File: config.mk
export PLATFORM = sky130hd
export DESIGN_NAME = serial_addsub_seq
export DESIGN_NICKNAME = d
export VERILOG_FILES = /design/src/rtl/serial_addsub_seq.sv
export SDC_FILE = /design/constraint.sdc
export NUM_CORES = 1
export LEC_CHECK = 0
export CAP_MARGIN = 10
export CORE_MARGIN = 2
export CORE_UTILIZATION = 55
export CTS_BUF_LIST = sky130_fd_sc_hd__clkbuf_4 sky130_fd_sc_hd__clkbuf_8
export CTS_CLUSTER_DIAMETER = 200
export DETAILED_ROUTE_END_ITERATION = 6
export GPL_TIMING_DRIVEN = 0
export PLACE_DENSITY = 0.83
export SLEW_MARGIN = 10
export SYNTH_ARGS = -nofsm -noshare
export SYNTH_HDL_FRONTEND = slang
export SYNTH_SLANG_ARGS = --single-unit
File: constraint.sdc
create_clock -name clk -period 2.62 [get_ports clk]
set_input_delay 0.655 -clock clk [delete_from_list [all_inputs] [get_ports clk]]
set_output_delay 0.655 -clock clk [all_outputs]
set_load 0.02 [all_outputs]
File: src/rtl/serial_addsub_seq.sv
// Bit-serial add/subtract sequencer that streams operand bits LSB-first through an external
// 1-bit adder_subtractor cell. Optional signed overflow flag: define OVERFLOW_FLAG_EN.
module serial_addsub_seq #(
    parameter int unsigned WIDTH = 8
) (
    input  logic             clk,
    input  logic             rst_n,
    input  logic             start,
    input  logic             mode,
    input  logic [WIDTH-1:0] op_a,
    input  logic [WIDTH-1:0] op_b,
    output logic             busy,
    output logic             done,
    output logic [WIDTH-1:0] result,
    output logic             ts_out,
`ifdef OVERFLOW_FLAG_EN
    output logic             overflow,
`endif
    output logic             cell_M,
    output logic             cell_A,
    output logic             cell_B,
    output logic             cell_Te,
    input  logic             cell_S,
    input  logic             cell_Ts
);

    localparam int unsigned CntW = (WIDTH > 2) ? $clog2(WIDTH) : 1;
    localparam logic [CntW-1:0] LastCnt = CntW'(WIDTH - 1);

    typedef enum logic [1:0] {StIdle, StRun, StDone} state_e;

    state_e           state_q, state_d;
    logic [WIDTH-1:0] shift_a_q, shift_a_d;
    logic [WIDTH-1:0] shift_b_q, shift_b_d;
    logic [WIDTH-1:0] result_q, result_d;
    logic [CntW-1:0]  cnt_q, cnt_d;
    logic             mode_q, mode_d;
    logic             te_q, te_d;
    logic             ts_out_q, ts_out_d;
`ifdef OVERFLOW_FLAG_EN
    logic             a_msb_q, a_msb_d;
    logic             b_msb_q, b_msb_d;
    logic             overflow_q, overflow_d;
    logic             ovf_add, ovf_sub;

    // Final S bit is the result MSB, so overflow is resolved on the last RUN edge.
    assign ovf_add = (a_msb_q == b_msb_q) && (cell_S != a_msb_q);
    assign ovf_sub = (a_msb_q != b_msb_q) && (cell_S != a_msb_q);
`endif

    always_comb begin
        state_d   = state_q;
        shift_a_d = shift_a_q;
        shift_b_d = shift_b_q;
        result_d  = result_q;
        cnt_d     = cnt_q;
        mode_d    = mode_q;
        te_d      = te_q;
        ts_out_d  = ts_out_q;
`ifdef OVERFLOW_FLAG_EN
        a_msb_d    = a_msb_q;
        b_msb_d    = b_msb_q;
        overflow_d = overflow_q;
`endif
        unique case (state_q)
            StIdle: begin
                if (start) begin
                    shift_a_d = op_a;
                    shift_b_d = op_b;
                    mode_d    = mode;
                    te_d      = 1'b0;
                    cnt_d     = '0;
                    state_d   = StRun;
`ifdef OVERFLOW_FLAG_EN
                    a_msb_d   = op_a[WIDTH-1];
                    b_msb_d   = op_b[WIDTH-1];
`endif
                end
            end
            StRun: begin
                result_d  = {cell_S, result_q[WIDTH-1:1]};
                te_d      = cell_Ts;
                shift_a_d = shift_a_q >> 1;
                shift_b_d = shift_b_q >> 1;
                cnt_d     = cnt_q + 1'b1;
                if (cnt_q == LastCnt) begin
                    state_d  = StDone;
                    ts_out_d = cell_Ts;
`ifdef OVERFLOW_FLAG_EN
                    overflow_d = mode_q ? ovf_sub : ovf_add;
`endif
                end
            end
            StDone: begin
                state_d = StIdle;
            end
            default: begin
                state_d = StIdle;
            end
        endcase
    end

    always_ff @(posedge clk or negedge rst_n) begin
        if (!rst_n) begin
            state_q   <= StIdle;
            shift_a_q <= '0;
            shift_b_q <= '0;
            result_q  <= '0;
            cnt_q     <= '0;
            mode_q    <= 1'b0;
            te_q      <= 1'b0;
            ts_out_q  <= 1'b0;
`ifdef OVERFLOW_FLAG_EN
            a_msb_q    <= 1'b0;
            b_msb_q    <= 1'b0;
            overflow_q <= 1'b0;
`endif
        end else begin
            state_q   <= state_d;
            shift_a_q <= shift_a_d;
            shift_b_q <= shift_b_d;
            result_q  <= result_d;
            cnt_q     <= cnt_d;
            mode_q    <= mode_d;
            te_q      <= te_d;
            ts_out_q  <= ts_out_d;
`ifdef OVERFLOW_FLAG_EN
            a_msb_q    <= a_msb_d;
            b_msb_q    <= b_msb_d;
            overflow_q <= overflow_d;
`endif
        end
    end

    assign busy    = (state_q == StRun);
    assign done    = (state_q == StDone);
    assign result  = result_q;
    assign ts_out  = ts_out_q;
`ifdef OVERFLOW_FLAG_EN
    assign overflow = overflow_q;
`endif
    assign cell_M  = mode_q;
    assign cell_A  = shift_a_q[0];
    assign cell_B  = shift_b_q[0];
    assign cell_Te = te_q;

endmodule
==> impl_results.md <==
* Status: complete, no violations
* Vias in the first global route at 1225
* DP Area at 2080 µm²
* CP max stage delay at 0.63 ns
* Die Area at 3530 µm²
* Synth Warn # at 0
* Post-Synth XOR/XNOR Area at 0%
* Post-synthesis simple-gate area fraction at 20.2%
* Most frequent cells in the layout: clkdlybuf4s50_1, dfrtp_1, inv_1
* Proportion of layout cells with a drive suffix above 1 at 31.7%
* Core ar. at 2980 µm²
* Crit share post-route at 94.9%
* Top cell family by delay on the critical path: buffers and inverters
* Setup Total Neg Slack at 0 ns
* Initial antenna violation count at 0
* Worst slew pin tran at 0.700 ns
* Fmax at 402 MHz
* Crit Path Max Fanout at 7
* DR WL/cell at 16.7 µm
* Syn_area_per_cell at 13.7 µm²
* TritonCTS Buffers at 5
* Syn nets at 147
* Slew Viols, Final at 0
* Die height at 59.4 µm
* Peak VDD IR at 0.000537 V
* Die Wd at 59.4 µm
* Clk slew on worst S/H paths at 0.11 ns
* Maxcap violations at 0
* HP Class: primary input to async pin
* Mux contribution to synthesized area at 9.04%
* Crit path kind: flop to output pin
* Worst EP required at 1.97 ns
* Clock latency on the worst-skew pair at 0.34 ns
* Max-slew headroom at 53.4%
* Clk root buf: clkbuf_4
* Reg2Reg Depth at 3
* PnR worst setup slack at 0.133 ns
* ANT nets after route at 0
* Pwr dens at 1180 nW/µm²
* Post-Synth Adder-Cell Area at 1.48%
* Total Routing Usage GR at 21.9%
* Initial Util at 56.7%
* M3 GR Usage at 6.55%
* Fillers at 233
* Sink Count at 32
* Largest family of logic cells by synthesized area: simple AND/OR/NAND/NOR gates
* Compound-Gate Fraction of Synth Area at 13.4%
* Final instance area at 2160 µm²
* Via count at 1148
* Levels on crit path at 3
* Largest net degree at the start of global routing at 33
* RSZ-0062 raised after global routing: false
* Post-DR vias/cell at 5.74
* Total gr overflow at 0
* Post-DP HPWL at 2.42 mm
* Cell Area, Synth at 1690 µm²
* CTS tree: yes
* Clk buf depth at 2
* Final non-filler cell total at 200
* Hold Violations, Final at 0
* GPL Wtd Cong at 0.798
* Row count at 20
* Top Ports at 37
* H-tree levels at 2
* Endpoints failing setup at 0
* Synth unique cells at 29
* Critical path cell sequence: nand2b_2, inv_1, clkdlybuf4s50_1
* Worst setup SP type: flop
* P_leak at 0.943 nW
* Routed wire length at 3.34 mm
* Nets at 190
* Met1 usage at 26.8%
* GR peak layer: met2
* Crit end category: output pin
* Post CTS Setup Buffer Count at 0
* Placed Cells at 192
* DRC at 0
* Worst Path Buf+Inv at 2
* #FFs+latches synth at 32
* Slowest cell on the critical path: clkdlybuf4s50_1
* Initial drt markers at 18
* Reg2reg setup slack at 1.25 ns
* Worst Skew at 0.0139 ns
* ANT cells at 0
* DRT Pass-1 Iters at 4
* First-pass GRT wire length at 5.62 mm
* IO buf count at 36
* Register area share after synthesis at 47.4%
* Synthesized instance count at 123
* Area Growth Syn to Fin at 28.2%
* Commonest non-fill, non-tap cell in the layout: clkdlybuf4s50_1
* M2 GR Usage at 36.3%
* Arr. time, crit path at 1.83 ns
* Post-place setup slack at 0.306 ns
* Final min period at 2.49 ns
## sequential cells by signal, indices dropped and copies added (netlist names)
register and count:
shift_a_q 8, state_q 2, result 8, cell_M 1
cell_Te 1, cnt_q 3, shift_b_q 8, ts_out 1
## report_power, final
part	internal (mW)	total [mW]	leakage (nW)	switching, mW
logic	0.702	1.27	0.526	0.572
registers	0.730	0.896	0.376	0.166
clock network	0.199	0.379	0.0412	0.180
total	1.63	2.55	0.943	0.918
## logic make-up (layout without fill, tap and decap cells)
group | after synthesis | in the layout
buffers and inverters | 23 | 67
adders and majority gates | 2 | 2
muxes | 11 | 11
and+or+nand+nor | 33 | 33
AOI/OAI and AO/OA | 22 | 22
DFF | 32 | 32
## Yosys cell counts (all sizes together)
| master | instances | area (µm²) |
|---|---|---|
| a211oi | 11 | 123 |
| mux2i | 1 | 10.0 |
| a21oi | 1 | 5.00 |
| nor4b | 11 | 146 |
| buf | 8 | 85.1 |
| o21bai | 1 | 11.3 |
| a22o | 4 | 35.0 |
| nor3b | 13 | 108 |
| inv | 13 | 48.8 |
| dfrtp | 32 | 801 |
| nand2b | 3 | 21.3 |
| nor4bb | 1 | 10.0 |
| mux2 | 10 | 143 |
| ha | 2 | 25.0 |
| nor2b | 1 | 6.26 |
| a211o | 1 | 8.76 |
| o21ba | 1 | 10.0 |
| or4b | 3 | 30.0 |
| nand3b | 1 | 20.0 |
| clkbuf | 2 | 7.51 |
| o221a | 3 | 33.8 |
## timing repair
action / CTS / global route
hold buffers: 0 / 0
setup endpoints to repair: 1 / 0
gates resized for setup: 2 / 0
## layer usage
metal | wire [µm] | vias to the layer above
li1 | - | 538
met1 | 1470 | 577
met2 | 1690 | 28
met3 | 139 | 5
met4 | 41 | 0
met5 | 0 | -
## worst paths after layout
kind,startpoint,end
max in group asynchronous,rst_n,state_q[1]
hold / removal,rst_n,result[7]
setup / recovery,state_q[1],busy
min in group clk,cnt_q[0],cnt_q[0]
hold reg to reg,cnt_q[0],cnt_q[0]
setup reg to reg,state_q[0],shift_a_q[5]
## layout make-up
type                            count  area, µm²  area share (%)
Buffer                             10       92.6            4.28
Clock buffer                        5       37.5            1.73
Clock inverter                      3       42.5            1.97
Inverter                           13       48.8            2.25
Multi-Input combinational cell     68        746            34.5
Sequential cell                    32        802            37.1
Tap cell                           33       41.3            1.91
Timing Repair Buffer               36        354            16.4
## per-stage QoR
step	hold WS [ns]	util [%]	total power, mW
2_1_floorplan	0.359	-	1.77
3_3_place_gp	0.476	70.2	2.13
3_5_place_dp	0.483	70.0	2.19
4_1_cts	0.360	72.7	2.57
5_1_grt	0.373	72.7	2.71
6_report	0.349	72.7	2.55
Power figures use the tool's default switching activity.
